### src/rtl/switch_debounce.sv
// Debounced slide-switch reader: per-channel sync + bounce filter, edge pulses,
// a single-entry event buffer and the registered f1 LED output.

module switch_debounce_ch #(
  parameter int DB_CYCLES = 4,
  parameter int CNT_W     = $clog2(DB_CYCLES)
) (
  input  logic clk,
  input  logic rst_n,
  input  logic raw_i,
  output logic level_d_o,
  output logic rise_d_o,
  output logic fall_d_o,
  output logic level_o,
  output logic rise_o,
  output logic fall_o
);
  typedef enum logic [1:0] {STABLE_LO, CHECK_HI, STABLE_HI, CHECK_LO} st_e;

  st_e              st_q, st_d;
  logic [CNT_W-1:0] cnt_q, cnt_d;
  logic             sync1_q, s_q;
  logic             level_q, rise_q, fall_q;
  logic             rise_d, fall_d, level_d;

  always_ff @(posedge clk or negedge rst_n) begin
    if (!rst_n) begin
      sync1_q <= 1'b0;
      s_q     <= 1'b0;
      st_q    <= STABLE_LO;
      cnt_q   <= '0;
      level_q <= 1'b0;
      rise_q  <= 1'b0;
      fall_q  <= 1'b0;
    end else begin
      sync1_q <= raw_i;
      s_q     <= sync1_q;
      st_q    <= st_d;
      cnt_q   <= cnt_d;
      level_q <= level_d;
      rise_q  <= rise_d;
      fall_q  <= fall_d;
    end
  end

  // cnt counts consecutive samples that disagree with the accepted level;
  // acceptance happens on the DB_CYCLES-th, so cnt never exceeds DB_CYCLES-1.
  always_comb begin
    st_d   = st_q;
    cnt_d  = cnt_q;
    rise_d = 1'b0;
    fall_d = 1'b0;
    case (st_q)
      STABLE_LO: if (s_q) begin
        st_d  = CHECK_HI;
        cnt_d = CNT_W'(1);
      end
      CHECK_HI: if (!s_q) begin
        st_d  = STABLE_LO;
        cnt_d = '0;
      end else if (cnt_q == CNT_W'(DB_CYCLES - 1)) begin
        st_d   = STABLE_HI;
        cnt_d  = '0;
        rise_d = 1'b1;
      end else begin
        cnt_d = cnt_q + CNT_W'(1);
      end
      STABLE_HI: if (!s_q) begin
        st_d  = CHECK_LO;
        cnt_d = CNT_W'(1);
      end
      CHECK_LO: if (s_q) begin
        st_d  = STABLE_HI;
        cnt_d = '0;
      end else if (cnt_q == CNT_W'(DB_CYCLES - 1)) begin
        st_d   = STABLE_LO;
        cnt_d  = '0;
        fall_d = 1'b1;
      end else begin
        cnt_d = cnt_q + CNT_W'(1);
      end
      default: begin
        st_d  = STABLE_LO;
        cnt_d = '0;
      end
    endcase
    level_d = (st_d == STABLE_HI) || (st_d == CHECK_LO);
  end

  assign level_d_o = level_d;
  assign rise_d_o  = rise_d;
  assign fall_d_o  = fall_d;
  assign level_o   = level_q;
  assign rise_o    = rise_q;
  assign fall_o    = fall_q;
endmodule

module switch_debounce #(
  parameter int N_CH      = 2,
  parameter int DB_CYCLES = 4,
  parameter int CNT_W     = $clog2(DB_CYCLES)
) (
  input  logic                    clk,
  input  logic                    rst_n,
  input  logic [N_CH-1:0]         sw_raw,
  output logic [N_CH-1:0]         sw_level,
  output logic [N_CH-1:0]         sw_rise,
  output logic [N_CH-1:0]         sw_fall,
  output logic                    evt_valid,
  input  logic                    evt_ready,
  output logic [$clog2(N_CH)-1:0] evt_ch,
  output logic                    evt_dir,
  output logic                    evt_ovf,
  output logic                    f1_led
);
  localparam int CH_W = $clog2(N_CH);

  logic [N_CH-1:0] lvl_d, rise_d, fall_d, pulse;
  logic            any_p, multi, found, load;
  logic [CH_W-1:0] win_ch;
  logic            win_dir;
  logic            vld_q, vld_d, dir_q, dir_d, ovf_q, ovf_d, f1_q, f1_d;
  logic [CH_W-1:0] ch_q, ch_d;

  for (genvar i = 0; i < N_CH; i++) begin : g_ch
    switch_debounce_ch #(.DB_CYCLES(DB_CYCLES), .CNT_W(CNT_W)) u_ch (
      .clk       (clk),
      .rst_n     (rst_n),
      .raw_i     (sw_raw[i]),
      .level_d_o (lvl_d[i]),
      .rise_d_o  (rise_d[i]),
      .fall_d_o  (fall_d[i]),
      .level_o   (sw_level[i]),
      .rise_o    (sw_rise[i]),
      .fall_o    (sw_fall[i])
    );
  end

  // The buffer works off next-state pulses so the event lands on the same
  // edge as the level change; lowest channel wins, the rest count as dropped.
  always_comb begin
    pulse   = rise_d | fall_d;
    any_p   = |pulse;
    multi   = |(pulse & (pulse - N_CH'(1)));
    found   = 1'b0;
    win_ch  = '0;
    win_dir = 1'b0;
    for (int i = 0; i < N_CH; i++) begin
      if (pulse[i] && !found) begin
        found   = 1'b1;
        win_ch  = CH_W'(i);
        win_dir = rise_d[i];
      end
    end
    load  = any_p && (!vld_q || evt_ready);
    vld_d = load ? 1'b1 : (vld_q && !evt_ready);
    ch_d  = load ? win_ch : ch_q;
    dir_d = load ? win_dir : dir_q;
    ovf_d = ovf_q | (any_p && (!load || multi));
    f1_d  = lvl_d[0] | (lvl_d[0] & ~lvl_d[1]);
  end

  always_ff @(posedge clk or negedge rst_n) begin
    if (!rst_n) begin
      vld_q <= 1'b0;
      ch_q  <= '0;
      dir_q <= 1'b0;
      ovf_q <= 1'b0;
      f1_q  <= 1'b0;
    end else begin
      vld_q <= vld_d;
      ch_q  <= ch_d;
      dir_q <= dir_d;
      ovf_q <= ovf_d;
      f1_q  <= f1_d;
    end
  end

  assign evt_valid = vld_q;
  assign evt_ch    = ch_q;
  assign evt_dir   = dir_q;
  assign evt_ovf   = ovf_q;
  assign f1_led    = f1_q;
endmodule
### config.mk
export PLATFORM = sky130hd
export DESIGN_NAME = switch_debounce
export DESIGN_NICKNAME = d
export VERILOG_FILES = /design/src/rtl/switch_debounce.sv
export SDC_FILE = /design/constraint.sdc
export NUM_CORES = 1
export LEC_CHECK = 0
export ABC_CLOCK_PERIOD_IN_PS = 3100
export BUFFER_PORTS_ARGS = -buffer_cell sky130_fd_sc_hd__buf_4
export CAP_MARGIN = 15
export CORE_MARGIN = 2
export CORE_UTILIZATION = 57
export DETAILED_ROUTE_END_ITERATION = 8
export PLACE_DENSITY = 0.92
export SKIP_CTS_REPAIR_TIMING = 1
export SYNTH_ARGS = -nofsm -noshare
export SYNTH_HDL_FRONTEND = slang
export SYNTH_SLANG_ARGS = --single-unit
export TNS_END_PERCENT = 20
### constraint.sdc
create_clock -name clk -period 3.1 [get_ports clk]
set_clock_uncertainty 0.05 [all_clocks]
set_input_delay 0.62 -clock clk [delete_from_list [all_inputs] [get_ports clk]]
set_output_delay 0.62 -clock clk [all_outputs]
set_load 0.02 [all_outputs]
Yosys cells after proc, flatten, opt, wreduce, memory -nomap -nowiden
Index checks and enable logic that the tools add are counted.
Operators by class
  add/subtract/negate cells: 3
  eq/ne operators: 16
  multiplexer cells: 41
  bitwise logic cells: 6
  reduce and logical (&&, ||, !) cells: 18
Operator list (number)
  two-way mux 2 bit: 22
  case mux 2 bit (4 select lines): 4
  == test 2 bit, second input constant: 10
  two-way mux 1 bit: 15
  adder 2 x 1 -> 2 bit, second input constant: 2
  == test 2 x 1 -> 1 bit, second input constant: 2
  logical AND 1 bit: 4
  logical NOT 1 bit: 4
  logical NOT 2 bit: 2
  logical OR 1 bit: 4
  != test 2 x 1 -> 1 bit, second input constant: 2
  != test 2 bit, second input constant: 2
  AND reduction 2 bit: 2
  OR reduction 2 bit: 2
  bitwise AND 2 bit: 1
  bitwise OR 1 bit: 2
  bitwise OR 2 bit: 1
  subtractor 2 x 1 -> 2 bit, second input constant: 1
  bitwise AND 1 bit: 1
  NOT 1 bit: 1
Storage, ports and cells
  register bits: 23
  logic and storage cells: 103

Longest topological paths before layout
  depth in word-level cells: 11
  mapped depth: 5
  gate-level depth less buffers: 5

Hierarchy
A second synthesis with hierarchy kept.
Second synthesis, totals
  cells, all modules: 59
  area total of the unflattened synthesis: 814.5 um^2
By module, submodules not included
  switch_debounce_ch: times used 2, cells an instance 19, area each 292.8 um^2, sequential area each 200.2 um^2
  switch_debounce: times used 1, cells an instance 21, area each 229.0 um^2, sequential area each 125.1 um^2

Worst setup path before layout
OpenSTA, ideal clock, no wires.
  path kind: input to register
  start: input evt_ready
  end: register dir_q (netlist: evt_dir)
  library setup time: 79 ps
  arrival: 1175 ps
  data required time: 2971 ps
  setup slack: 1796 ps
  cell stages on the path: 3
  path buffers: 0
  cells stage by stage: or2b_2 -> o21ai_2 -> mux2i_1
On the way
  longest elaborated chain between the ends: 2
Ends and longest elaborated chain
  start: declaration: line 110  | input logic evt_ready,
  logical OR 1 bit: line 155  | load = any_p && (!vld_q || evt_ready);
  logical AND 1 bit: line 155
  end signal: assignment: line 173  | dir_q <= dir_d;
  end: declaration: line 122  | logic vld_q, vld_d, dir_q, dir_d, ovf_q, ovf_d, f1_q, f1_d;
No other way between the ends.
A chain may end at the register's enable or synchronous reset.

Worst setup path in the final report
  start: register g_ch[1].u_ch.level_q
  end: output sw_level[1]
RTL lines
  start: declaration: line 23  | logic level_q, rise_q, fall_q;
  start signal: assignment: line 40  | level_q <= level_d;
  end: declaration: line 106  | output logic [N_CH-1:0] sw_level,
No word-level cell between the ends.

==> summary.txt <==
Max IR drop VDD - 0.468 mV
worst path bufs/invs - 1
placed insts - 99
post-route insts no fill - 103
Yosys top cell area share - 0.603
layout cells sized above 1 - 0.310
largest net degree at the start of global routing - 23
root cell of the clock tree - clkbuf_4
Pleak - 0.509 nW
Pwr Total - 0.000865 W
drt first pass iters - 2
sequential power share - 0.501
die area - 0.00194 mm^2
worst skew pair latency - 0.30 ns
Detail Route Antenna Nets - 0
CP delay by family, top - flip-flops
DIE WIDTH - 44.0 um
number of max-cap violations - 0
initial antenna violation count - 0
Sum Neg Setup Slack - 0 ns
Max Clk Rate - 604 MHz
Comb power frac - 0.326
Layout Nets - 96
CP max stage delay - 0.49 ns
Final setup viols - 0
initial core utilization - 0.606
top-count cell post-synth - dfrtp_1
grt ovf - 0
minimum clock period - 1.66 ns
outcome - completed
cell taking the most area after synthesis - dfrtp_1
first-pass GRT wire length - 2300 um
Die Y - 44.0 um
Post-synth ARST share - 1.00
gpl congestion - 0.777
RSZ-0062 raised after global routing - no
Top Metal Used - met4
EDFF count, synth - 0
WL met1 - 576 um
synth-to-layout area growth - 13.0%
Synth Instances - 75
core box area - 0.00151 mm^2
Critical Path, Cell by Cell - buf_4
synthesized area - 913 um^2
vias in the first global route - 544
DR WL/cell - 13.0 um
Power Density - 838 mW/mm^2
DRT iter0 DRCs - 1
Seq/Total Area, Yosys - 0.603
switching share of power - 0.351
IO Count - 16
critical path arrival - 0.99 ns
syn_area_per_cell - 12.2 um^2
top post-synthesis cells by area - dfrtp_1 60%, buf_4 4.9%, a21oi_1 4.4%, ha_1 4.1%, nand2_1 2.1%
yosys warns - 0
clock slew at reported path FFs - 0.11 ns
max-slew violations - 0
Top FF cell, synth - dfrtp_1
Worst slew margin - 0.764
hold_ws - 0.124 ns
Sequential Area - 551 um^2
Crit. End Element - output pin
flop and latch count out of synthesis - 22
worst-case clock buffer depth - 2
IO buf count - 15
post-synth cell types - 28
# fillers - 115
met3 layer wire length in the routed design - 68 um
All-Layer GR Usage - 0.170
syn_nets - 83
number of core rows - 14
Slowest cell on crit path - dfrtp_1
actual slew at the worst max-slew pin - 0.353 ns
Via density - 5.48
H-tree levels - 1
most frequent cells after synthesis - 22 x dfrtp_1, 8 x a21oi_1, 6 x buf_4
final period utilization - 0.534
Clk pwr share - 0.173
clock sinks - 22
net switching power - 0.000304 W
Pint - 0.000561 W
dpl hpwl - 998 um
area occupied by multi-input gates - 302 um^2
crit-path max FO - 5
kind of critical path - flip-flop to output pin
Hold Crit Class - input port to asynchronous set/reset pin
via count - 564
total routed wirelength - 1340 um
diode count - 0
Worst setup SP type - flip-flop
Critical Path RT - 2.43 ns
drc violations - 0
Inserted Clock Buffers - 3
routed wl met2 - 670 um
final hold vios - 0
CTS tree - yes
-- sequential cells by signal (all words and copies together), names as in the netlist, 2 cells and up --
| signal | count |
|---|---|
| g_ch.u_ch.cnt_q | 4 |
| g_ch.u_ch.fall_o | 2 |
| g_ch.u_ch.level_o | 2 |
| g_ch.u_ch.rise_o | 2 |
| g_ch.u_ch.s_q | 2 |
| g_ch.u_ch.st_q | 3 |
| g_ch.u_ch.sync1_q | 2 |
-- power groups by stage --
stage | Sequential, W | Combinational [W] | Clock [W]
2_1_floorplan | 0.000444 | 0.000191 | 0
3_3_place_gp | 0.000428 | 0.000270 | 0
3_5_place_dp | 0.000439 | 0.000283 | 0
4_1_cts | 0.000433 | 0.000285 | 0.000157
5_1_grt | 0.000444 | 0.000313 | 0.000167
6_report | 0.000433 | 0.000282 | 0.000149
-- through the flow --
| step | utilization | instance area, um^2 | setup slack, ns |
|---|---|---|---|
| floorplan | - | 913 | 1.80 |
| global placement | 0.661 | 996 | 1.67 |
| detailed placement | 0.661 | 996 | 1.63 |
| CTS | 0.685 | 1030 | 1.44 |
| global route | 0.685 | 1030 | 1.41 |
| finish | 0.685 | 1030 | 1.44 |
-- cells in the final DEF, fill, tap and decap left out, drive strengths merged --
cell and instances:
nand2b 1, mux2i 1, buf 15, a21oi 8, inv 3, clkbuf 4, xnor2 2, nor2 6
nor3b 3, nand4b 1, a21boi 1, nand3 1, xor2 1, ha 3, o21a 2, o22ai 1
or2b 1, dfrtp 22, o21ai 3, mux2 1, nand2 6, o21bai 1
-- final cells by class --
type | instances | area share
clock buffer | 4 | 0.0352
multi-input combinational | 43 | 0.292
timing repair buffer | 15 | 0.109
inverter | 3 | 0.0109
tap | 16 | 0.0194
sequential | 22 | 0.533
-- per-layer routing --
metal | up-vias | GRT usage
li1 | 270 | -
met1 | 275 | 0.211
met2 | 15 | 0.271
met4 | 0 | 0.103
met5 | - | 0
met3 | 4 | 0.0408
-- logic make-up after synthesis --
group	after synthesis	share of synthesized area
multiplexers	2	0.0233
flip-flops	22	0.603
XOR/XNOR	3	0.0370
AND/OR/NAND/NOR	19	0.125
AO/OA/AOI/OAI	16	0.104
adder cells (fa/ha/maj)	3	0.0411
buffers and inverters	10	0.0671
-- worst paths after layout --
kind                       slack, ns                    end            startpoint  depth (start not counted)
hold reg to reg                 0.31       g_ch[1].u_ch.s_q  g_ch[1].u_ch.sync1_q                          0
min in group clk                0.31       g_ch[1].u_ch.s_q  g_ch[1].u_ch.sync1_q                          0
hold / removal                  0.12  g_ch[0].u_ch.cnt_q[1]                 rst_n                          1
setup reg to reg                1.77                evt_dir  g_ch[1].u_ch.level_o                          4
setup / recovery                1.44            sw_level[1]  g_ch[1].u_ch.level_o                          1
max in group asynchronous       2.66                evt_ovf                 rst_n                          1
(Power assumes the default switching activity.)
